File: src/rtl/cmp_unit_seq_if.sv
// rtl/cmp_unit_seq_if.sv - request/result bundle for the sliced compare unit
interface cmp_unit_seq_if #(
  parameter int WIDTH     = 16,
  parameter int OUT_WIDTH = 8
);
  logic [WIDTH-1:0]     A;
  logic [WIDTH-1:0]     B;
  logic [2:0]           ALU_FUN;
  logic                 SIGNED_EN;
  logic                 IN_VALID;
  logic                 IN_READY;
  logic                 BUSY;
  logic [OUT_WIDTH-1:0] CMP_OUT;
  logic                 OUT_VALID;

  modport master (
    output A, B, ALU_FUN, SIGNED_EN, IN_VALID,
    input  IN_READY, BUSY, CMP_OUT, OUT_VALID
  );

  modport slave (
    input  A, B, ALU_FUN, SIGNED_EN, IN_VALID,
    output IN_READY, BUSY, CMP_OUT, OUT_VALID
  );
endinterface

File: src/rtl/cmp_unit_seq.sv
// rtl/cmp_unit_seq.sv - multi-cycle MSB-first sliced compare unit with early termination
module cmp_unit_seq #(
  parameter int WIDTH     = 16,
  parameter int SLICE     = 4,
  parameter int OUT_WIDTH = 8,
  parameter int FUN_WIDTH = 3
) (
  input  logic          CLK,
  input  logic          RST,
  cmp_unit_seq_if.slave bus
);
  localparam int NSLICE = WIDTH / SLICE;
  localparam int IDX_W  = (NSLICE > 1) ? $clog2(NSLICE) : 1;

  typedef enum logic {IDLE, SCAN} state_t;

  state_t               state_q, state_d;
  logic [IDX_W-1:0]     idx_q, idx_d;
  logic [WIDTH-1:0]     a_q, a_d, b_q, b_d;
  logic [2:0]           fun_q, fun_d;
  logic [OUT_WIDTH-1:0] cmp_q, cmp_d;
  logic                 ov_q, ov_d;
  logic [SLICE-1:0]     a_top, b_top;
  logic                 sl_gt, sl_lt;

  function automatic logic [2:0] result_code(input logic [2:0] fun,
                                             input logic gt, input logic lt);
    logic eq;
    eq = !gt && !lt;
    case (fun)
      3'd1:    result_code = eq  ? 3'd1 : 3'd0;
      3'd2:    result_code = gt  ? 3'd2 : 3'd0;
      3'd3:    result_code = lt  ? 3'd3 : 3'd0;
      3'd4:    result_code = !eq ? 3'd4 : 3'd0;
      3'd5:    result_code = !lt ? 3'd5 : 3'd0;
      3'd6:    result_code = !gt ? 3'd6 : 3'd0;
      default: result_code = 3'd0;
    endcase
  endfunction

  // Captured operands shift left each step, so the slice under test is always the top one.
  assign a_top = a_q[WIDTH-1 -: SLICE];
  assign b_top = b_q[WIDTH-1 -: SLICE];
  assign sl_gt = a_top > b_top;
  assign sl_lt = a_top < b_top;

  always_comb begin
    state_d = state_q;
    idx_d   = idx_q;
    a_d     = a_q;
    b_d     = b_q;
    fun_d   = fun_q;
    cmp_d   = cmp_q;
    ov_d    = 1'b0;
    case (state_q)
      IDLE: begin
        if (bus.IN_VALID) begin
          state_d = SCAN;
          idx_d   = IDX_W'(NSLICE - 1);
          a_d     = bus.A;
          b_d     = bus.B;
          fun_d   = bus.ALU_FUN;
          // Flipping both sign bits maps two's-complement order onto unsigned order.
          if (bus.SIGNED_EN) begin
            a_d[WIDTH-1] = ~bus.A[WIDTH-1];
            b_d[WIDTH-1] = ~bus.B[WIDTH-1];
          end
        end
      end
      SCAN: begin
        if (sl_gt || sl_lt || (idx_q == '0)) begin
          cmp_d   = OUT_WIDTH'(result_code(fun_q, sl_gt, sl_lt));
          ov_d    = 1'b1;
          state_d = IDLE;
        end else begin
          idx_d = idx_q - 1'b1;
          a_d   = a_q << SLICE;
          b_d   = b_q << SLICE;
        end
      end
      default: state_d = IDLE;
    endcase
  end

  always_ff @(posedge CLK or negedge RST) begin
    if (!RST) begin
      state_q <= IDLE;
      idx_q   <= '0;
      a_q     <= '0;
      b_q     <= '0;
      fun_q   <= '0;
      cmp_q   <= '0;
      ov_q    <= 1'b0;
    end else begin
      state_q <= state_d;
      idx_q   <= idx_d;
      a_q     <= a_d;
      b_q     <= b_d;
      fun_q   <= fun_d;
      cmp_q   <= cmp_d;
      ov_q    <= ov_d;
    end
  end

  assign bus.IN_READY  = (state_q == IDLE);
  assign bus.BUSY      = (state_q != IDLE);
  assign bus.CMP_OUT   = cmp_q;
  assign bus.OUT_VALID = ov_q;
endmodule

File: src/flat_wrapper.sv
// flat-port wrapper written by rule: the top's interface ports become plain ports
module cmp_unit_seq_flat 
#(
  parameter int WIDTH     = 16,
  parameter int SLICE     = 4,
  parameter int OUT_WIDTH = 8,
  parameter int FUN_WIDTH = 3
)
  (CLK, RST, bus_A, bus_B, bus_ALU_FUN, bus_SIGNED_EN, bus_IN_VALID, bus_IN_READY, bus_BUSY, bus_CMP_OUT, bus_OUT_VALID);
  cmp_unit_seq_if #(.WIDTH(WIDTH), .OUT_WIDTH(OUT_WIDTH)) bus_i ();
  input  logic CLK;
  input  logic RST;
  input wire logic [$bits(bus_i.A)-1:0] bus_A;
  input wire logic [$bits(bus_i.B)-1:0] bus_B;
  input wire logic [$bits(bus_i.ALU_FUN)-1:0] bus_ALU_FUN;
  input wire logic [$bits(bus_i.SIGNED_EN)-1:0] bus_SIGNED_EN;
  input wire logic [$bits(bus_i.IN_VALID)-1:0] bus_IN_VALID;
  output wire logic [$bits(bus_i.IN_READY)-1:0] bus_IN_READY;
  output wire logic [$bits(bus_i.BUSY)-1:0] bus_BUSY;
  output wire logic [$bits(bus_i.CMP_OUT)-1:0] bus_CMP_OUT;
  output wire logic [$bits(bus_i.OUT_VALID)-1:0] bus_OUT_VALID;
  assign bus_i.A = bus_A;
  assign bus_i.B = bus_B;
  assign bus_i.ALU_FUN = bus_ALU_FUN;
  assign bus_i.SIGNED_EN = bus_SIGNED_EN;
  assign bus_i.IN_VALID = bus_IN_VALID;
  assign bus_IN_READY = bus_i.IN_READY;
  assign bus_BUSY = bus_i.BUSY;
  assign bus_CMP_OUT = bus_i.CMP_OUT;
  assign bus_OUT_VALID = bus_i.OUT_VALID;
  cmp_unit_seq #(.WIDTH(WIDTH), .SLICE(SLICE), .OUT_WIDTH(OUT_WIDTH), .FUN_WIDTH(FUN_WIDTH)) u_core (.CLK(CLK), .RST(RST), .bus(bus_i));
endmodule
File: config.mk
export PLATFORM = sky130hd
export DESIGN_NAME = cmp_unit_seq_flat
export DESIGN_NICKNAME = d
export VERILOG_FILES = /design/src/rtl/cmp_unit_seq_if.sv /design/src/rtl/cmp_unit_seq.sv /design/src/flat_wrapper.sv
export SDC_FILE = /design/constraint.sdc
export NUM_CORES = 1
export LEC_CHECK = 0
export ABC_CLOCK_PERIOD_IN_PS = 5000
export BUFFER_PORTS_ARGS = -buffer_cell sky130_fd_sc_hd__buf_2
export CORE_MARGIN = 4
export CORE_UTILIZATION = 51
export CTS_BUF_LIST = sky130_fd_sc_hd__clkbuf_4 sky130_fd_sc_hd__clkbuf_8 sky130_fd_sc_hd__clkbuf_16
export DETAILED_ROUTE_END_ITERATION = 6
export PLACE_DENSITY = 0.77
export REMOVE_ABC_BUFFERS = 1
export SYNTH_ARGS = -nofsm -noshare
export SYNTH_HDL_FRONTEND = slang
export SYNTH_SLANG_ARGS = --single-unit
File: constraint.sdc
create_clock -name CLK -period 5 [get_ports CLK]
set_input_delay 0.25 -clock CLK [delete_from_list [all_inputs] [get_ports CLK]]
set_output_delay 0.25 -clock CLK [all_outputs]
set_load 0.03 [all_outputs]
**Word level (Yosys, flattened, before mapping)**

Cells that the tools add are included.

- $add $sub $neg: 1
- $lt $le $gt $ge: 2
- Equal/unequal tests: 8
- Muxes and demuxes: 23
- Bitwise operators: 3
- Reduce and logical (&&, ||, !) cells: 9

Operator list:

| kind | number |
|---|---|
| 16-bit two-way mux | 4 |
| 16-bit one-hot mux with 2 select lines | 2 |
| 3-bit one-hot mux with 6 select lines | 1 |
| 3-bit equality test (second input constant) | 3 |
| 3-bit two-way mux | 3 |
| 2-bit two-way mux | 4 |
| 1-bit two-way mux | 7 |
| 3-bit by 2-bit equality test with 1-bit output (second input constant) | 2 |
| 2-bit AND reduction | 3 |
| 4-bit greater-than comparator | 1 |
| 4-bit less-than comparator | 1 |
| 2-bit != test (second input constant) | 2 |
| 2-bit one-hot mux with 2 select lines | 1 |
| 3-bit by 1-bit equality test with 1-bit output (second input constant) | 1 |
| 1-bit NOT | 3 |
| 1-bit logical NOT | 2 |
| 2-bit logical NOT | 1 |
| 1-bit logical OR | 2 |
| 1-bit one-hot mux with 2 select lines | 1 |
| 2-bit by 1-bit subtractor with 2-bit output (second input constant) | 1 |
| 1-bit logical AND | 1 |

- Register bits after elaboration: 42
- Input bits: 39
- Output and inout bits: 11

**Logic depth before layout (Yosys ltp)**

- Word-level depth: 5
- Depth in mapped cells: 8

**Worst setup path after synthesis**

OpenSTA, ideal clock, no wires.

- Kind: reg2reg
- Start point: register u_core.a_q[15]
- End point: register u_core.a_q[4]
- Library setup time: 0.123 ns
- Arrival time: 1.729 ns
- Data required time: 4.877 ns
- Slack: 3.148 ns
- Stages on the path, launching flop included: 8
- Buffers on the path: 2
- Period minus slack after synthesis: 1.852 ns
- Path through: dfrtp_1 ha_1 nand4_2 a311oi_2 a21o_2 buf_4 buf_6 a21oi_1

- Cells in the longest elaborated chain, start to end: 5
- Elaborated cells between the ends (all ways): 6
- Classes of those cells: 2 x order compare; 1 x eq/ne; 3 x reduce/logical

Ends and longest elaborated chain:

| element | line | source |
|---|---|---|
| from (decl) | cmp_unit_seq.sv:19 | `logic [WIDTH-1:0] a_q, a_d, b_q, b_d;` |
| from (signal assigned) | cmp_unit_seq.sv:89 | `a_q <= '0;` |
| from (signal assigned) | cmp_unit_seq.sv:97 | `a_q <= a_d;` |
| 4-bit greater-than comparator / 4-bit less-than comparator (equally long branches) | cmp_unit_seq.sv:44, cmp_unit_seq.sv:45 |  |
| 1-bit logical OR * (2 in a row) | cmp_unit_seq.sv:71 | `if (sl_gt \|\| sl_lt \|\| (idx_q == '0)) begin` |
| 2-bit != test (no line) * | - |  |
| 2-bit AND reduction (no line) * | - |  |

Every way passes the cells marked *; elsewhere a longest branch is shown, timed or not.
A chain may end at the register's enable or synchronous reset.

**Worst setup path in the final report**

- Start point: register u_core.a_q[15]
- End point: register u_core.a_q[15]

Same word-level chain as after synthesis.

==> results.cfg <==
[final_layout]
drive_above_1_share = 0.2335
fin_nets = 300
synthToLayoutAreaGrowth_pct = 14.47
antenna_cells = 0

[synth]
yosys-top-cells-area = dfrtp_1 50%, mux2i_1 11%, a21oi_1 6.2%, nand2_1 5.0%, nor2_1 4.5%
synth_top_area_frac = 0.5042
ys_seq_area_frac = 0.5042
syn_avg_cell_area_um2 = 9.695
synthCells = 215
synth.distinct_cells = 29
synth.cell_area_mm2 = 0.002084
synth_area_leader_cell = dfrtp_1
yosysWarnings = 0
ys_ff_latch = 42

[timing]
hold_ws_ps = 88.79
finalCritPeriodShare = 0.5158
setup_viol = 0
rsz0062_at_grt = no
min_period_ps = 2579
fmax_mhz = 387.8
tns_ps = 0
hold_viol = 0
worstMarginPinSlew_ps = 903.0
slew_violations = 0
fin_skew_ps = 6.453
max-slew-margin-rel = 0.3980

[worst_setup_path]
worstReg2RegEnd = u_core.a_q[15]
worstRegToRegCells = 5
arrival_ps = 2760
setup.worst_path.end = u_core.a_q[15]
r2r_start = u_core.a_q[15]
required_ps = 5180
crit_fanout = 49
rrSetupSlack_ps = 2420
crit_start = u_core.a_q[15]
cp-end-kind = flop
crit_type = reg -> reg
crit_path_start_kind = flop

[die]
initial_utilization = 0.5487
fp-row-count = 22
ioPinCount = 50
die_area_mm2 = 0.005174
core_area_mm2 = 0.003799
die_h_um = 71.93
die_w_um = 71.93

[routing]
wl_per_cell_um = 12.99
remaining_drc_errors = 0
wl_um = 3962
routed_via_density = 5.197
vias = 1585
drtIter0Drc = 152
met3_wirelength_um = 242
ant_nets = 0
dr.pass1.iters = 4
wl_met2_um = 1966
dr.max_layer_used = met4
wl_met1_um = 1721

[global_routing]
track_usage = 0.1713
grt_remaining_overflow = 0
grt_max_degree = 50
first_global_vias = 1618
grt_pass1_wl_um = 7044
antenna_found_initial = 0

[clock_network]
htreeDepth = 2
root_buffer = clkbuf_8
cts_num_sinks = 42
path_clk_slew_ps = 80
ctsLongestPathBuffers = 2
cts_hold_buffers = 0
numCtsBuffers = 5
clkLatencyLatePin_ps = 290
cts-resized-gates = 0
cts_tree = done
postCtsSetupRepairBufs = 0

[power]
p_leak_nw = 1.164
vdd_drop_max_uv = 267.9
pwr_density_cell_mw_per_mm2 = 571.6

[hold_path]
hold_class = in -> async

[placed_design]
gp_congestion = 0.7254
numPortBuffers = 44
dp_hpwl_um = 2774

[job]
drv_cap = 0

[status]
status = completed
## logic make-up (layout without fill, tap and decap cells)
group,after synthesis,count (layout),share of synthesized area
XOR/XNOR,2,2,0.008405
adder cells (fa/ha/maj),5,5,0.03001
AO/OA/AOI/OAI,53,53,0.1428
buffers and inverters,26,64,0.06782
multiplexers,26,26,0.1266
other,1,5,0.001799
flip-flops,42,42,0.5042
AND/OR/NAND/NOR,60,60,0.1182
## worst min path at each step
| stage | from | endpoint | slack [ps] | depth (start not counted) |
|---|---|---|---|---|
| final | RST | u_core.b_q[3] | 90 | 1 |
| after global routing | RST | u_core.b_q[11] | 170 | 1 |
| after CTS | RST | u_core.b_q[11] | 130 | 1 |
| after detailed placement | RST | u_core.b_q[7] | 440 | 1 |
| after global placement | RST | u_core.fun_q[2] | 440 | 1 |
| after floorplan | RST | u_core.a_q[0] | -50 | 0 |
## power by group
group          total, mW  internal (mW)  switching [mW]  leakage [nW]
logic              0.571          0.228           0.343         0.630
clock network      0.227          0.117           0.110        0.0517
registers          0.566          0.487          0.0793         0.483
total               1.36          0.832           0.532          1.16
## registers in the layout, summed over array words and instances, names as in the netlist
register,count
u_core.fun_q,3
u_core.bus.CMP_OUT,3
u_core.bus.OUT_VALID,1
u_core.bus.BUSY,1
u_core.b_q,16
u_core.a_q,16
u_core.idx_q,2
## critical path, cell delays in order, from the launching register on
cell      delay [ps]
dfrtp_1          390
ha_1             350
nand4_2          210
a311oi_2         380
a21o_2           710
mux2_2           410
## synth_stat cells (all sizes together)
cell / instances
a21o: 2
a21oi: 26
a311oi: 2
a31oi: 2
buf: 12
clkbuf: 4
conb: 1
dfrtp: 42
ha: 5
inv: 10
mux2: 3
mux2i: 23
nand2: 28
nand2b: 2
nand3: 1
nand4: 1
nor2: 25
nor2b: 1
nor3: 1
o21a: 2
o21ai: 17
o31ai: 2
or3: 1
xnor2: 2
## metal layers
metal,global-route usage,vias to the layer above
met3,0.03601,4
met5,0,-
met2,0.2980,49
met4,0.04384,0
met1,0.2174,733
li1,-,799
## stage by stage
stage                     worst slack [ps]  power, mW  cells  utilization  cell area [um2]
after floorplan                       2093      1.001    203            -             1996
after global placement                2517      1.120    297       0.6031             2291
after detailed placement              2460      1.146    297       0.6031             2291
after CTS                             2436      1.378    305       0.6281             2386
after global routing                  2261      1.496    305       0.6281             2386
final                                 2421      1.364    305       0.6281             2386
## final cells by class
cell class | instances | area, um2
Timing Repair Buffer | 46 | 235.2
Fill cell | 340 | 1413
Clock buffer | 7 | 90.09
Multi-Input combinational cell | 151 | 907.1
Sequential cell | 42 | 1051
Tap cell | 48 | 60.06
Inverter | 10 | 37.54
Clock inverter | 1 | 5.005
## placed cells by master (no fill, tap or decap), drive strengths merged
master	instances
or3	1
nor3	1
mux2	3
o21ai	17
nand3	1
a21oi	26
nor2b	1
mux2i	23
ha	5
a311oi	2
nand2	28
nand4	1
o21a	2
inv	10
clkinv	1
conb	5
buf	46
a21o	2
dfrtp	42
nor2	25
xnor2	2
nand2b	2
a31oi	2
clkbuf	7
o31ai	2
Power figures use the tool's default switching activity.
